<file path="config.mk">
export PLATFORM = sky130hd
export DESIGN_NAME = uart_rx
export DESIGN_NICKNAME = d
export VERILOG_FILES = /design/src/rtl/uart_rx.sv
export SDC_FILE = /design/constraint.sdc
export NUM_CORES = 1
export LEC_CHECK = 0
export CAP_MARGIN = 20
export CORE_ASPECT_RATIO = 1.75
export CORE_MARGIN = 2
export CORE_UTILIZATION = 60
export DETAILED_ROUTE_END_ITERATION = 7
export PLACE_DENSITY = 0.85
export SLEW_MARGIN = 20
export SYNTH_ARGS = -nofsm -noshare
export SYNTH_HDL_FRONTEND = slang
export SYNTH_SLANG_ARGS = --single-unit
</file>
<file path="constraint.sdc">
create_clock -name clk -period 2.9 [get_ports clk]
set_input_delay 0.435 -clock clk [delete_from_list [all_inputs] [get_ports clk]]
set_output_delay 0.435 -clock clk [all_outputs]
set_load 0.03 [all_outputs]
</file>
<file path="src/rtl/uart_rx.sv">
// Purpose: 8N1 UART receiver (optional even parity) with valid/ack byte handoff.
// Latency: data_valid rises 3+HALF_PERIOD+9*BIT_PERIOD clk after the rx falling edge (+BIT_PERIOD with parity).
// Backpressure: none on the line; a byte completing while data_valid=1 and no data_ack is dropped and overrun is set.
//
// Ports:
//   clk, reset_n  clock and asynchronous active-low reset
//   rx            asynchronous serial input, idle high
//   data_out      last accepted byte (held until the next accepted byte)
//   data_valid    data_out not yet acknowledged; data_ack clears it
//   frame_err     one-cycle pulse when the stop bit is sampled low
//   overrun       sticky until acknowledged: a byte was dropped
//   parity_err    one-cycle pulse on even-parity mismatch (tied 0 when parity is off)
//   busy          receiver is not idle
// Optional feature macro: UART_RX_PARITY_EN (start, 8 data, even parity, stop).
module uart_rx #(
   parameter int BAUD_RATE   = 9600,
   parameter int CLK_FREQ    = 50000000,
   parameter int BIT_PERIOD  = CLK_FREQ / BAUD_RATE,
   parameter int HALF_PERIOD = BIT_PERIOD / 2
) (
   input  logic       clk,
   input  logic       reset_n,
   input  logic       rx,
   output logic [7:0] data_out,
   output logic       data_valid,
   input  logic       data_ack,
   output logic       frame_err,
   output logic       overrun,
   output logic       parity_err,
   output logic       busy
);

   localparam logic [15:0] BIT_LAST  = 16'(BIT_PERIOD - 1);
   localparam logic [15:0] HALF_LAST = 16'(HALF_PERIOD - 1);

   typedef enum logic [2:0] {
      S_IDLE, S_START, S_DATA, S_PARITY, S_STOP, S_BREAK
   } state_t;

`ifdef UART_RX_PARITY_EN
   localparam state_t AFTER_DATA = S_PARITY;
`else
   localparam state_t AFTER_DATA = S_STOP;
`endif

   state_t      state, next_state;
   logic        rx_meta, rx_s;
   logic [15:0] clk_counter;
   logic [2:0]  bit_count;
   logic [7:0]  shift_reg;
   logic        half_hit, bit_hit;
   logic        cnt_clr, sample_data, stop_good, stop_bad;
`ifdef UART_RX_PARITY_EN
   logic        sample_par, par_bit;
`endif

   // Both flops preset to 1 so a reset never looks like a start bit.
   always_ff @(posedge clk or negedge reset_n) begin
      if (!reset_n) begin
         rx_meta <= 1'b1;
         rx_s    <= 1'b1;
      end else begin
         rx_meta <= rx;
         rx_s    <= rx_meta;
      end
   end

   assign half_hit = (clk_counter == HALF_LAST);
   assign bit_hit  = (clk_counter == BIT_LAST);

   always_ff @(posedge clk or negedge reset_n) begin
      if (!reset_n) state <= S_IDLE;
      else          state <= next_state;
   end

   always_comb begin
      next_state = state;
      case (state)
         S_IDLE:   if (!rx_s) next_state = S_START;
         // Mid-start sample high means the falling edge was a glitch.
         S_START:  if (half_hit) next_state = rx_s ? S_IDLE : S_DATA;
         S_DATA:   if (bit_hit && bit_count == 3'd7) next_state = AFTER_DATA;
         S_PARITY: if (bit_hit) next_state = S_STOP;
         S_STOP:   if (bit_hit) next_state = rx_s ? S_IDLE : S_BREAK;
         // A low stop bit may be a line break; never reframe until the line idles.
         S_BREAK:  if (rx_s) next_state = S_IDLE;
         default:  next_state = S_IDLE;
      endcase
   end

   always_comb begin
      busy        = (state != S_IDLE);
      cnt_clr     = 1'b0;
      sample_data = 1'b0;
      stop_good   = 1'b0;
      stop_bad    = 1'b0;
`ifdef UART_RX_PARITY_EN
      sample_par  = 1'b0;
`endif
      case (state)
         S_START: cnt_clr = half_hit;
         S_DATA: begin
            cnt_clr     = bit_hit;
            sample_data = bit_hit;
         end
`ifdef UART_RX_PARITY_EN
         S_PARITY: begin
            cnt_clr    = bit_hit;
            sample_par = bit_hit;
         end
`endif
         S_STOP: begin
            cnt_clr   = bit_hit;
            stop_good = bit_hit && rx_s;
            stop_bad  = bit_hit && !rx_s;
         end
         default: cnt_clr = 1'b1;
      endcase
   end

   always_ff @(posedge clk or negedge reset_n) begin
      if (!reset_n) begin
         clk_counter <= '0;
         bit_count   <= '0;
         shift_reg   <= '0;
      end else begin
         clk_counter <= cnt_clr ? '0 : clk_counter + 16'd1;
         if (state == S_START)  bit_count <= '0;
         else if (sample_data)  bit_count <= bit_count + 3'd1;
         // LSB arrives first, so shift right and insert at the top.
         if (sample_data) shift_reg <= {rx_s, shift_reg[7:1]};
      end
   end

   always_ff @(posedge clk or negedge reset_n) begin
      if (!reset_n) begin
         data_out   <= '0;
         data_valid <= 1'b0;
         overrun    <= 1'b0;
         frame_err  <= 1'b0;
      end else begin
         frame_err <= stop_bad;
         if (stop_good) begin
            // An ack in the same cycle frees the slot for the new byte.
            if (!data_valid || data_ack) begin
               data_out   <= shift_reg;
               data_valid <= 1'b1;
            end else begin
               overrun <= 1'b1;
            end
         end else if (data_ack && data_valid) begin
            data_valid <= 1'b0;
            overrun    <= 1'b0;
         end
      end
   end

`ifdef UART_RX_PARITY_EN
   always_ff @(posedge clk or negedge reset_n) begin
      if (!reset_n) begin
         par_bit    <= 1'b0;
         parity_err <= 1'b0;
      end else begin
         if (sample_par) par_bit <= rx_s;
         // Even parity: received bit must equal the XOR of the data bits.
         parity_err <= (stop_good || stop_bad) && (par_bit != ^shift_reg);
      end
   end
`else
   assign parity_err = 1'b0;
`endif

endmodule

</file>
Word level (Yosys, flattened, before mapping):

Index checks and enable logic that the tools add are counted.

* register bits: 43
* bits of input ports: 4
* output and inout port bits: 13

* $add $sub $neg: 2
* equal/unequal tests: 16
* multiplexer cells: 21
* reductions and logical operators: 16

Operator list (number)
* 3-bit two-way mux: 9
* 3-bit one-hot mux with 6 select lines: 1
* 16-bit by 1-bit adder with 16-bit output, second input constant: 1
* 16-bit by 12-bit == test with 1-bit output, second input constant: 1
* 16-bit by 13-bit == test with 1-bit output, second input constant: 1
* 16-bit two-way mux: 1
* 2-bit inequality test, second input constant: 7
* 3-bit == test, second input constant: 3
* 1-bit two-way mux: 8
* 3-bit by 2-bit == test with 1-bit output, second input constant: 2
* 2-bit AND reduction: 3
* 6-bit AND reduction: 1
* 1-bit logical AND: 4
* 2-bit nonzero test: 2
* 3-bit by 1-bit adder with 3-bit output, second input constant: 1
* 3-bit by 1-bit == test with 1-bit output, second input constant: 1
* 3-bit logical NOT: 1
* 3-bit nonzero test: 1
* 1-bit logical NOT: 2
* 2-bit two-way mux: 1
* 2-bit by 1-bit inequality test with 1-bit output, second input constant: 1
* 1-bit one-hot mux with 2 select lines: 1
* 2-bit OR reduction: 1
* 1-bit logical OR: 1

Depth between registers and ports, before layout:

* depth in word-level cells: 5
* gate-level depth with buffers: 6
* mapped depth without buffers: 5

Worst setup path after synthesis:

Ideal clock, no wire load.

* path type: register to register
* start point: reg clk_counter[0]
* end point: reg state[0]
* data arrival time: 1.634 ns
* data required time: 2.772 ns
* path slack: 1.138 ns
* cell stages (with the launch flop): 6
* buffers on the path: 0
* period minus slack after synthesis: 1.762 ns
* cell sequence: dfrtp_1 ha_1 and4b_1 nand4_2 a221oi_2 mux2_1

* longest elaborated chain between the ends: 4

RTL lines
* start, declared: RTL line 48 `logic [15:0] clk_counter;`
* start signal, assigned: RTL line 127 `clk_counter <= cnt_clr ? '0 : clk_counter + 16'd1;`
* 16-bit by 13-bit == test with 1-bit output: RTL line 69 `assign bit_hit = (clk_counter == BIT_LAST);`
* 1-bit logical AND: RTL line 82 `S_DATA: if (bit_hit && bit_count == 3'd7) next_state = AFTER_DATA;`
* 2-bit inequality test (no line)
* 6-bit AND reduction (no line) *
* end signal, assigned: RTL line 73 `else state <= next_state;`
* end, declared: RTL line 46 `state_t state, next_state;`

Every way passes the cells marked *; elsewhere a longest branch is shown, timed or not.
A chain may end at the register's enable or synchronous reset.

Final worst setup path:

* start point: reg state[1]
* end point: out busy

* longest elaborated chain between the ends: 1

RTL lines
* 3-bit nonzero test: RTL line 92 `busy = (state != S_IDLE);`
* end, declared: RTL line 30 `output logic busy`

Every way passes these cells.

==> results.md <==
- Worst VDD drop: 352 uV
- Setup CP Type: flop to output pin
- Largest net degree at the start of global routing: 44
- RSZ-0062 raised after global routing: false
- Clk_skew: approximately 0.0045 ns
- Slew of the pin with the lowest slew margin: 0.914 ns
- Fin nets: 201
- Max Fclk: approximately 440 MHz
- DIE AREA: 0.00407 mm2
- Share of post-route cells with drive strength above 1: between 10% and 20%
- R2R cell count: 5
- Drt via density: ~6.0
- First-pass GRT wire length: 6.93 mm
- Die width: 49.1 um
- Total routed wirelength: 3.96 mm
- Largest area contributor in the netlist: dfrtp_1
- Tot GR Track Use: between 20% and 30%
- # port buffers: 15
- WHS: 0.275 ns
- Resized Gates After CTS: 0
- # DRC: 0
- Worst-path clk slew: 0.07 ns
- CP Capture Type: output pin
- WL per Instance: ~17 um
- Setup crit start kind: flop
- Top cells by area, synth: dfrtp_1, mux2_4, xor2_1
- First DRT Iteration DRCs: slightly above 40
- Most frequent cell after synthesis: dfrtp_1
- Syn Area/Cell: 11.9 um2
- Leak: 1.10 nW
- Synth cell types: 50
- Post-synth top cells: dfrtp_1, nor2_1, xor2_1
- Reg-to-reg endpoint: data_out[1]
- PwrDens: about 430 mW/mm2
- Top-area cell type share of the netlist area: 48.1%
- Yosys reg bits: 43
- Slew headroom: 39.1%
- Clock Path Buffers: 2
- CP Max Fanout: 13
- Synth Warn #: 0
- Layout area overhead: 11.5%
- Setup Fix Bufs, Post-CTS: 0
- Total grt overflow: 0
- Mux cell area share after synthesis: between 10% and 20%
- Hold-fix buffer count after cts: 0
- Post-Synth Simple-Gate Area: a little over a fifth
- Post-synthesis compound-gate area fraction: 7.85%
- H-tree depth: 2
- Die height: 82.9 um
- Top-Level Pins: 17
- # diodes: 0
- Final Cycle Share: between 70% and 80%
- Post-Syn Instances: 180
- Routability cong.: 0.886
- Total CTS buffers: 5
- Initial antenna violation count: 0
- Total number of vias: 1,434
- R2r setup slk: 0.79 ns
- Combinational family with the most area after synthesis: simple AND/OR/NAND/NOR gates
- Synth async-reset ratio: 100%
- Predominant post-synthesis flop cell: dfrtp_1
- Clk sinks: 43
- Hold Crit Class: input port to asynchronous set/reset pin
- Synth Cell Area: 0.00213 mm2
- Post-synthesis xor/xnor area fraction: 4.51%
- Status: completed
- Router iterations before antenna repair: 4
- Remaining antenna violation count: 0
- Worst r2r src: clk_counter[0]
- Sequential-to-total area share from yosys stat: 50.5%
- Core ar.: 0.00340 mm2
- Max reg flops: 16
- Setup Viol. Count Final: 0
- Hold Vio Cnt, Final: 0
- Fin crit period: 2.29 ns
- Max Slew Vio Count: 0
- Critical Path RT: 2.47 ns
- Vias in the first global route: approximately 1,600
- Rows: 28
- Final HPWL DP: approximately 2.9 mm
- EDFF count, synth: 0
- Clk Latency, worst-skew pair: 0.29 ns
- Initial Utilization: between 60% and 70%
- Syn_nets: 187
- Setup_tns: 0 ns
- Clk root buf: clkbuf_8
- Arr. time, crit path: 1.85 ns
- Adder-Cell Fraction of Synth Area: ~1.8%
- Total of max-cap violations: 0
- CTS tree: done
## how the worst max path moves through the flow
stage / endpoint / slack [ns] / cells after the start / startpoint
after floorplan: state[0] / 1.14 / 5 / clk_counter[0]
after global placement: data_out[1] / 0.91 / 4 / clk_counter[8]
after detailed placement: data_out[1] / 0.80 / 5 / clk_counter[0]
after CTS: busy / 0.62 / 2 / state[1]
after global routing: busy / 0.57 / 2 / state[1]
final: busy / 0.61 / 2 / state[1]
## worst max-delay path: stages (launching register included)
cell	delay (ns)
dfrtp_1	0.54
or3_1	0.41
clkdlybuf4s50_1	0.60
## placed cells by master, fill, tap and decap left out, drive strengths merged, types with 2 or more instances in the layout
cell / instances
dfrtp: 41
nor2: 16
mux2: 16
clkdlybuf4s50: 14
xor2: 10
o21ai: 9
nand3: 9
nand4: 8
clkbuf: 8
a21oi: 7
nand2: 7
and4: 5
or3: 4
inv: 3
nor3: 3
ha: 3
and3: 3
and4bb: 2
nand2b: 2
dfstp: 2
nor4b: 2
## power breakdown
group / switching, mW / internal [mW] / total, mW / leakage (nW)
Combinational: 0.0185 / 0.00688 / 0.0254 / 0.472
Clock: 0.184 / 0.217 / 0.401 / 0.0515
Sequential: 0.00209 / 0.603 / 0.605 / 0.578
Total: 0.204 / 0.827 / 1.03 / 1.10
## area by class of cell
class | count | area (um2)
well taps | 45 | 56.3
clock buffers | 8 | 100
repair buffers | 15 | 145
inverters | 3 | 11.3
flip-flops and latches | 43 | 1080
fillers | 263 | 1020
multi-input cells | 126 | 988
## layer usage
layer  vias to the layer above  track usage (%)  wire length, um
li1                        675                -                -
met1                       712             24.5             1530
met2                        38             38.9             2170
met3                         9             3.24              143
met4                         0             13.2              114
met5                         -                0                0
## logic make-up (layout without fill, tap and decap cells)
logic type                 count (synthesis)  in the layout
DFF                                       43             43
other                                      1              1
and+or+nand+nor                           70             70
adders and majority gates                  3              3
buffers and inverters                     11             26
xor gates and xnor gates                  11             11
muxes                                     16             16
AOI/OAI and AO/OA                         25             25
## metrics by stage
stage	std cells	util, %	cell area, um2	setup slack (ns)	total power [mW]
2_1_floorplan	180	-	2130	1.14	0.625
3_3_place_gp	232	67.1	2280	0.910	0.642
3_5_place_dp	232	67.1	2280	0.795	0.643
4_1_cts	240	70.0	2380	0.615	1.04
5_1_grt	240	70.0	2380	0.570	1.07
6_report	240	70.0	2380	0.613	1.03
No activity file was read; power rests on OpenSTA's default activity.
